==> src/rtl/i2s_rx.sv <==
// rtl/i2s_rx.sv - I2S receive deserializer writing stereo pairs to a FIFO
// Optional input synchronizers: define I2S_RX_SYNC_EN.
module i2s_rx #(
    parameter int DW = 24
) (
    input  logic          clk,
    input  logic          rst,
    input  logic          sclk,
    input  logic          lrclk,
    input  logic          sdi,
    input  logic          wr_full,
    output logic [DW-1:0] l_sample,
    output logic [DW-1:0] r_sample,
    output logic          wr_en,
    output logic          overflow,
    output logic          frame_err
);
    localparam int CW = (DW > 1) ? $clog2(DW) : 1;

    typedef enum logic [1:0] {
        IDLE  = 2'd0,
        DELAY = 2'd1,
        SHIFT = 2'd2,
        HOLD  = 2'd3
    } state_t;

    logic sclk_s, lrclk_s, sdi_s;

`ifdef I2S_RX_SYNC_EN
    logic [1:0] sclk_sync_q, lrclk_sync_q, sdi_sync_q;

    always_ff @(posedge clk) begin
        if (rst) begin
            sclk_sync_q  <= 2'b00;
            lrclk_sync_q <= 2'b00;
            sdi_sync_q   <= 2'b00;
        end else begin
            sclk_sync_q  <= {sclk_sync_q[0], sclk};
            lrclk_sync_q <= {lrclk_sync_q[0], lrclk};
            sdi_sync_q   <= {sdi_sync_q[0], sdi};
        end
    end

    assign sclk_s  = sclk_sync_q[1];
    assign lrclk_s = lrclk_sync_q[1];
    assign sdi_s   = sdi_sync_q[1];
`else
    assign sclk_s  = sclk;
    assign lrclk_s = lrclk;
    assign sdi_s   = sdi;
`endif

    logic sclk_prev_q, lrclk_prev_q, armed_q;
    logic sclk_rise, lr_edge;

    // Prev registers track the pins even in reset so the first live cycle sees no false edge.
    always_ff @(posedge clk) begin
        sclk_prev_q  <= sclk_s;
        lrclk_prev_q <= lrclk_s;
        armed_q      <= ~rst;
    end

    assign sclk_rise = armed_q & sclk_s & ~sclk_prev_q;
    assign lr_edge   = armed_q & (lrclk_s != lrclk_prev_q);

    state_t        state_q, state_d;
    logic [CW-1:0] cnt_q, cnt_d;
    logic [DW-1:0] shreg_q, shreg_d;
    logic          chan_q, chan_d;
    logic [DW-1:0] left_hold_q;
    logic [DW-1:0] l_sample_q, r_sample_q;
    logic          wr_en_q, overflow_q, frame_err_q;
    logic          commit, short_word;
    logic [DW-1:0] word;

    always_comb begin
        state_d    = state_q;
        cnt_d      = cnt_q;
        shreg_d    = shreg_q;
        chan_d     = chan_q;
        commit     = 1'b0;
        short_word = 1'b0;
        word       = shreg_q;
        case (state_q)
            IDLE: begin
                if (lr_edge && !lrclk_s) begin
                    chan_d  = 1'b0;
                    shreg_d = '0;
                    cnt_d   = '0;
                    state_d = sclk_rise ? SHIFT : DELAY;
                end
            end
            DELAY, SHIFT: begin
                if (lr_edge) begin
                    // Word cut short: commit what arrived, left-aligned with zero LSBs.
                    commit     = 1'b1;
                    short_word = 1'b1;
                    word       = shreg_q;
                    chan_d     = lrclk_s;
                    shreg_d    = '0;
                    cnt_d      = '0;
                    state_d    = sclk_rise ? SHIFT : DELAY;
                end else if (sclk_rise) begin
                    if (state_q == DELAY) begin
                        state_d = SHIFT;
                    end else begin
                        shreg_d[CW'(DW-1) - cnt_q] = sdi_s;
                        if (cnt_q == CW'(DW-1)) begin
                            commit  = 1'b1;
                            word    = shreg_d;
                            state_d = HOLD;
                        end else begin
                            cnt_d = cnt_q + 1'b1;
                        end
                    end
                end
            end
            HOLD: begin
                if (lr_edge) begin
                    chan_d  = lrclk_s;
                    shreg_d = '0;
                    cnt_d   = '0;
                    state_d = sclk_rise ? SHIFT : DELAY;
                end
            end
            default: state_d = IDLE;
        endcase
    end

    always_ff @(posedge clk) begin
        if (rst) begin
            state_q     <= IDLE;
            cnt_q       <= '0;
            shreg_q     <= '0;
            chan_q      <= 1'b0;
            left_hold_q <= '0;
            l_sample_q  <= '0;
            r_sample_q  <= '0;
            wr_en_q     <= 1'b0;
            overflow_q  <= 1'b0;
            frame_err_q <= 1'b0;
        end else begin
            state_q     <= state_d;
            cnt_q       <= cnt_d;
            shreg_q     <= shreg_d;
            chan_q      <= chan_d;
            wr_en_q     <= 1'b0;
            frame_err_q <= short_word;
            if (commit) begin
                if (!chan_q) begin
                    left_hold_q <= word;
                end else begin
                    l_sample_q <= left_hold_q;
                    r_sample_q <= word;
                    if (wr_full) overflow_q <= 1'b1;
                    else         wr_en_q    <= 1'b1;
                end
            end
        end
    end

    assign l_sample  = l_sample_q;
    assign r_sample  = r_sample_q;
    assign wr_en     = wr_en_q;
    assign overflow  = overflow_q;
    assign frame_err = frame_err_q;
endmodule

==> config.mk <==
export PLATFORM = sky130hd
export DESIGN_NAME = i2s_rx
export DESIGN_NICKNAME = d
export VERILOG_FILES = /design/src/rtl/i2s_rx.sv
export SDC_FILE = /design/constraint.sdc
export NUM_CORES = 1
export LEC_CHECK = 0
export ABC_CLOCK_PERIOD_IN_PS = 1750
export BUFFER_PORTS_ARGS = -buffer_cell sky130_fd_sc_hd__clkbuf_2
export CORE_ASPECT_RATIO = 2
export CORE_MARGIN = 2
export CORE_UTILIZATION = 35
export DETAILED_ROUTE_END_ITERATION = 10
export MAX_ROUTING_LAYER = met4
export SYNTH_ARGS = -nofsm -noshare
export SYNTH_HDL_FRONTEND = slang
export SYNTH_SLANG_ARGS = --single-unit
==> constraint.sdc <==
create_clock -name clk -period 1.75 [get_ports clk]
set_input_delay 0 -clock clk [delete_from_list [all_inputs] [get_ports clk]]
set_output_delay 0 -clock clk [all_outputs]
set_load 0.01 [all_outputs]
======== Yosys cells after proc, flatten, opt, wreduce, memory -nomap -nowiden ========
Index checks and enable logic that the tools add are counted.
word-level totals
  register bits after elaboration ......... 110
  output and inout bits ................... 51
operators by class
  $add $sub $neg .......................... 2
  order comparisons ....................... 2
  eq/ne operators ......................... 12
  muxes and demuxes ....................... 39
  bitwise logic cells ..................... 8
  reductions and logical operators ........ 15
operators by type and width
  operator                                                           number
  2-to-1 mux 24 bit                                                  10
  one-hot mux 24 bit (3 select lines)                                1
  2-to-1 mux 5 bit                                                   6
  bitwise mux 24 bit                                                 1
  one-hot mux 5 bit (3 select lines)                                 1
  2-to-1 mux 2 bit                                                   7
  2-to-1 mux 1 bit                                                   10
  != test 3 bit, second input constant                               3
  AND reduction 4 bit                                                2
  < comparator 5 x 6 -> 1 bit, second input constant                 1
  one-hot mux 2 bit (3 select lines)                                 1
  AND reduction 2 bit                                                3
  OR reduction 3 bit                                                 2
  adder 5 x 1 -> 5 bit, second input constant                        1
  demux 1 bit (select 5 bit)                                         1
  == test 5 bit, second input constant                               1
  greater-or-equal comparator 5 x 1 -> 1 bit, second input constant  1
  inverter 1 bit                                                     5
  AND reduction 5 bit                                                1
  subtractor 5 bit, first input constant                             1
  == test 2 bit, second input constant                               2
  != test 2 bit, second input constant                               2
  != test 4 bit, second input constant                               1
  OR reduction 2 bit                                                 2
  other kinds (9)                                                    12

======== Depth between registers and ports, before layout ========
  word-level depth ........................ 11
  mapped depth ............................ 8
  gate-level depth less buffers ........... 6

======== Worst setup path before layout ========
No wires, ideal clock.
  path type ............................... reg-to-reg
  from .................................... reg state_q[0]
  to ...................................... reg shreg_q[20]
  setup time .............................. 0.117 ns
  arrival ................................. 1.765 ns
  slack ................................... -0.132 ns
  stages on the path, launching flop included .. 9
  path buffers ............................ 2
  period minus slack after synthesis ...... 1.882 ns
  cell sequence ........................... dfxtp_1 -> inv_1 -> ha_1 -> buf_2 -> nor2b_1 -> a31oi_2 -> buf_4 -> o211ai_1 -> a32o_1
on the way
  cells in the longest elaborated chain, start to end .. 4
  elaborated cells between the ends (all ways) .. 11
RTL lines
  what                                                            RTL line  text
  start: declaration                                              66        state_t state_q, state_d;
  start signal: assignment                                        143       state_q <= state_d;
  == test 2 x 1 -> 1 bit / == test 2 bit (equally long branches)  84, 104
  OR reduction 2 bit                                              84        case (state_q)
  != test 3 bit (no line)                                         -
  AND reduction 4 bit (no line)                                   -
  end signal: assignment                                          145       shreg_q <= shreg_d;
  end: declaration                                                68        logic [DW-1:0] shreg_q, shreg_d;
Several ways; a longest one is shown, not always the timed one.
A chain may end at the register's enable or synchronous reset.

======== Final worst setup path ========
  from .................................... reg state_q[1]
  to ...................................... reg shreg_q[5]
The elaborated chain is that of the path after synthesis.

==> results.cfg <==
[finish]
final_area_sq_mm = 0.00733
n_antenna_cell = 0
n_fill_cell = 1293
nNetsFinal = 707
areaGrowthSynthToFinish_pct = 45.9
drive_gt1_share_pct = 37.4

[die]
die_h_microns = 173
core_sq_mm = 0.0142
start_util_pct = 35.4
rows = 62
dieArea_sq_mm = 0.0154
io_pins = 57
die-width_microns = 88.7

[worst_setup_path]
cp.arrival_ns = 2.07
crit-reg2reg-launch = state_q[1]$_SDFFE_PP0P_
r2r_cells = 7
required_ns = 1.97
critPathKind = flip-flop to flip-flop
worstSetupEndpointType = flip-flop
cp_cell_sequence = inv_4 -> ha_4 -> and4bb_2 -> or3_4 -> clkbuf_16 -> a31oi_2 -> a211oi_1
crit_path_max_incr_delay_ns = 0.48
cp-startpoint = state_q[1]$_SDFFE_PP0P_
slowest_stage = or3_4
endpoint = shreg_q[5]$_SDFFE_PP0P_
reg2reg_slack_ns = -0.1
reg2reg_to = shreg_q[5]$_SDFFE_PP0P_
critPathMaxFanout = 5
crit_path_start_kind = flip-flop

[power]
worst_ir_drop_vdd_v = 0.000637
power.static_leakage_nw = 2.61
clockPowerShare_pct = 28.0
finalPower_mw = 7.40
power_frac_comb_pct = 34.2
intPower_mw = 4.94
p_seq_share_pct = 37.8
p_switching_mw = 2.46
swShare_pct = 33.2
power-per-cell-area_mw_per_mm2 = 1010

[status]
failed_checks = negative setup slack
status = complete, but fails checks

[synthesis]
ys_seq_area_share_pct = 43.8
avgSynthCellArea_sq_um = 8.45
synth_top_area_share_pct = 43.8
synth_area_leaders = dfxtp_1 (44%), a21oi_1 (8.4%), o21ai_0 (8.4%)
synth.most_common_cell = dfxtp_1
syn_nets = 609
yosys.area.top_type = dfxtp_1
synth_edf_count = 0
synth.distinct_cells = 56
syn_area_sq_mm = 0.00502
ys_top_cells_by_count = dfxtp_1 (110), a21oi_1 (84), o21ai_0 (84)
async_flop_share_pct = 0
synth_seq_cells = 110
syn_inst = 595
ys_warn_count = 0
synth_flop_cell = dfxtp_1

[sta]
finalCritPeriodShare_pct = 105
slew-limit-headroom_pct = 67.8
rsz0062_at_grt = yes
fin_crit_ns = 1.85
fin_skew_ns = 0.00766
worst_slack_ns = -0.0961
worstMarginPinSlew_ns = 0.480
hold_viol_final = 0
fmax_mhz = 542
slew_violations = 0
finalSetupViolCount = 31

[global_route]
grt_pass1_vias = 4651
grt_remaining_overflow = 0
grt_max_degree = 97
antenna_found_initial = 0
grt_pass1_wl_microns = 23800
grtUsageTotal_pct = 19.9

[worst_hold_path]
hp-class = input port to flip-flop

[place]
portBuffers = 56
place_ws_ns = -0.0689
hpwl_microns = 9610
gp_routability_congestion = 0.904
place_area_sq_mm = 0.00596

[detailed_routing]
vias_per_cell = 5.62
routed_wl_microns = 16600
drt-pass1-iter-count = 5
vias = 4999
drt_iter0_drc = 389
antenna_left = 0
drc = 0
wl_per_cell_microns = 18.6

[run]
max_cap_violations = 0

[clocking]
cts_tree = done
h-tree-depth = 3
clkTransAtPathRegs_ns = 0.07
cts_buffers = 9
cts-root-buf = clkbuf_16
cts.path.max_buffers = 2
clk_latency_ns = 0.36
cts_sinks = 110
==> state kept, by name, summed over array words and instances (netlist names) <==
signal        cells
lrclk_prev_q      1
overflow          1
state_q           2
l_sample         24
cnt_q             5
armed_q           1
chan_q            1
wr_en             1
r_sample         24
left_hold_q      24
sclk_prev_q       1
frame_err         1
shreg_q          24
==> worst max-delay path, delay by kind of cell (launching register included) <==
kind            cells  cell delay [ns]
compound gates      2             0.20
fa+ha+maj           1             0.15
buf+inv             2             0.28
flops               1             0.34
simple gates        2             0.74
==> what timing repair did <==
| action | 4_1_cts | 5_1_grt |
|---|---|---|
| gates cloned | 1 | 14 |
| hold buffers | 3 | 0 |
| resized for setup | 24 | 104 |
| endpoints found under the setup margin | 45 | 99 |
| hold endpoints to repair | 4 | 0 |
| pin swaps | 10 | 39 |
| setup buffers | 3 | 8 |
==> cell usage in the layout (no fill, tap or decap), drive strengths merged, types with 9 or more instances in the layout <==
cell and n:
o21ai 85, mux2 9, nand3 71, nand2 16, a211oi 14, nor2 18, a32o 10, dfxtp 110
inv 10, o211ai 10, nor2b 10, clkbuf 78, buf 79, a31oi 9, a21oi 84
==> power by group through the flow <==
stage          Clock, mW  Sequential, mW  Combinational, mW
2_1_floorplan          0            2.74              0.977
3_3_place_gp           0            2.81               1.55
3_5_place_dp           0            2.81               1.56
4_1_cts             2.09            2.76               1.73
5_1_grt             2.20            2.80               2.68
6_report            2.07            2.79               2.53
==> worst min path at each step <==
stage / start / endpoint / slack (ns) / cells after the start
floorplan: lrclk / lrclk_prev_q$_DFF_P_ / 0.03 / 0
global placement: sclk / sclk_prev_q$_DFF_P_ / 0.15 / 1
detailed placement: sclk / sclk_prev_q$_DFF_P_ / 0.16 / 1
CTS: rst / armed_q$_DFF_P_ / 0.1 / 3
global route: rst / armed_q$_DFF_P_ / 0.11 / 3
finish: rst / armed_q$_DFF_P_ / 0.12 / 3
==> metal layers <==
layer  GRT usage, %  wire, microns
met4           5.68            388
met3           2.90            598
met2           31.9           8500
met1           25.8           7110
met5              -              0
==> layout make-up <==
type / count / area (sq um) / area share (%)
Sequential cell: 110 / 2220 / 30.3
Multi-Input combinational cell: 414 / 3060 / 41.8
Clock inverter: 4 / 37.5 / 0.512
Clock buffer: 12 / 267 / 3.63
Tap cell: 192 / 240 / 3.28
Timing Repair Buffer: 148 / 1460 / 19.9
Inverter: 10 / 46.3 / 0.631
==> kinds of logic after synthesis <==
group	count (synthesis)	share of synthesized area [%]
AO/OA/AOI/OAI	232	26.9
AND/OR/NAND/NOR	159	17.8
flip-flops	110	43.8
buffers and inverters	71	6.18
multiplexers	13	2.81
adder cells (fa/ha/maj)	8	1.99
XOR/XNOR	2	0.498
==> through the flow <==
step	setup TNS [ns]	hold WS [ns]	instances	utilization (%)
finish	-1.44	0.121	890	51.6
global route	-6.34	0.111	890	51.6
CTS	-0.643	0.0997	868	45.3
detailed placement	-0.515	0.157	847	42.0
global placement	-0.163	0.151	847	42.0
floorplan	0	0.0277	595	-
Note: power is estimated with default switching activity, not from simulation.
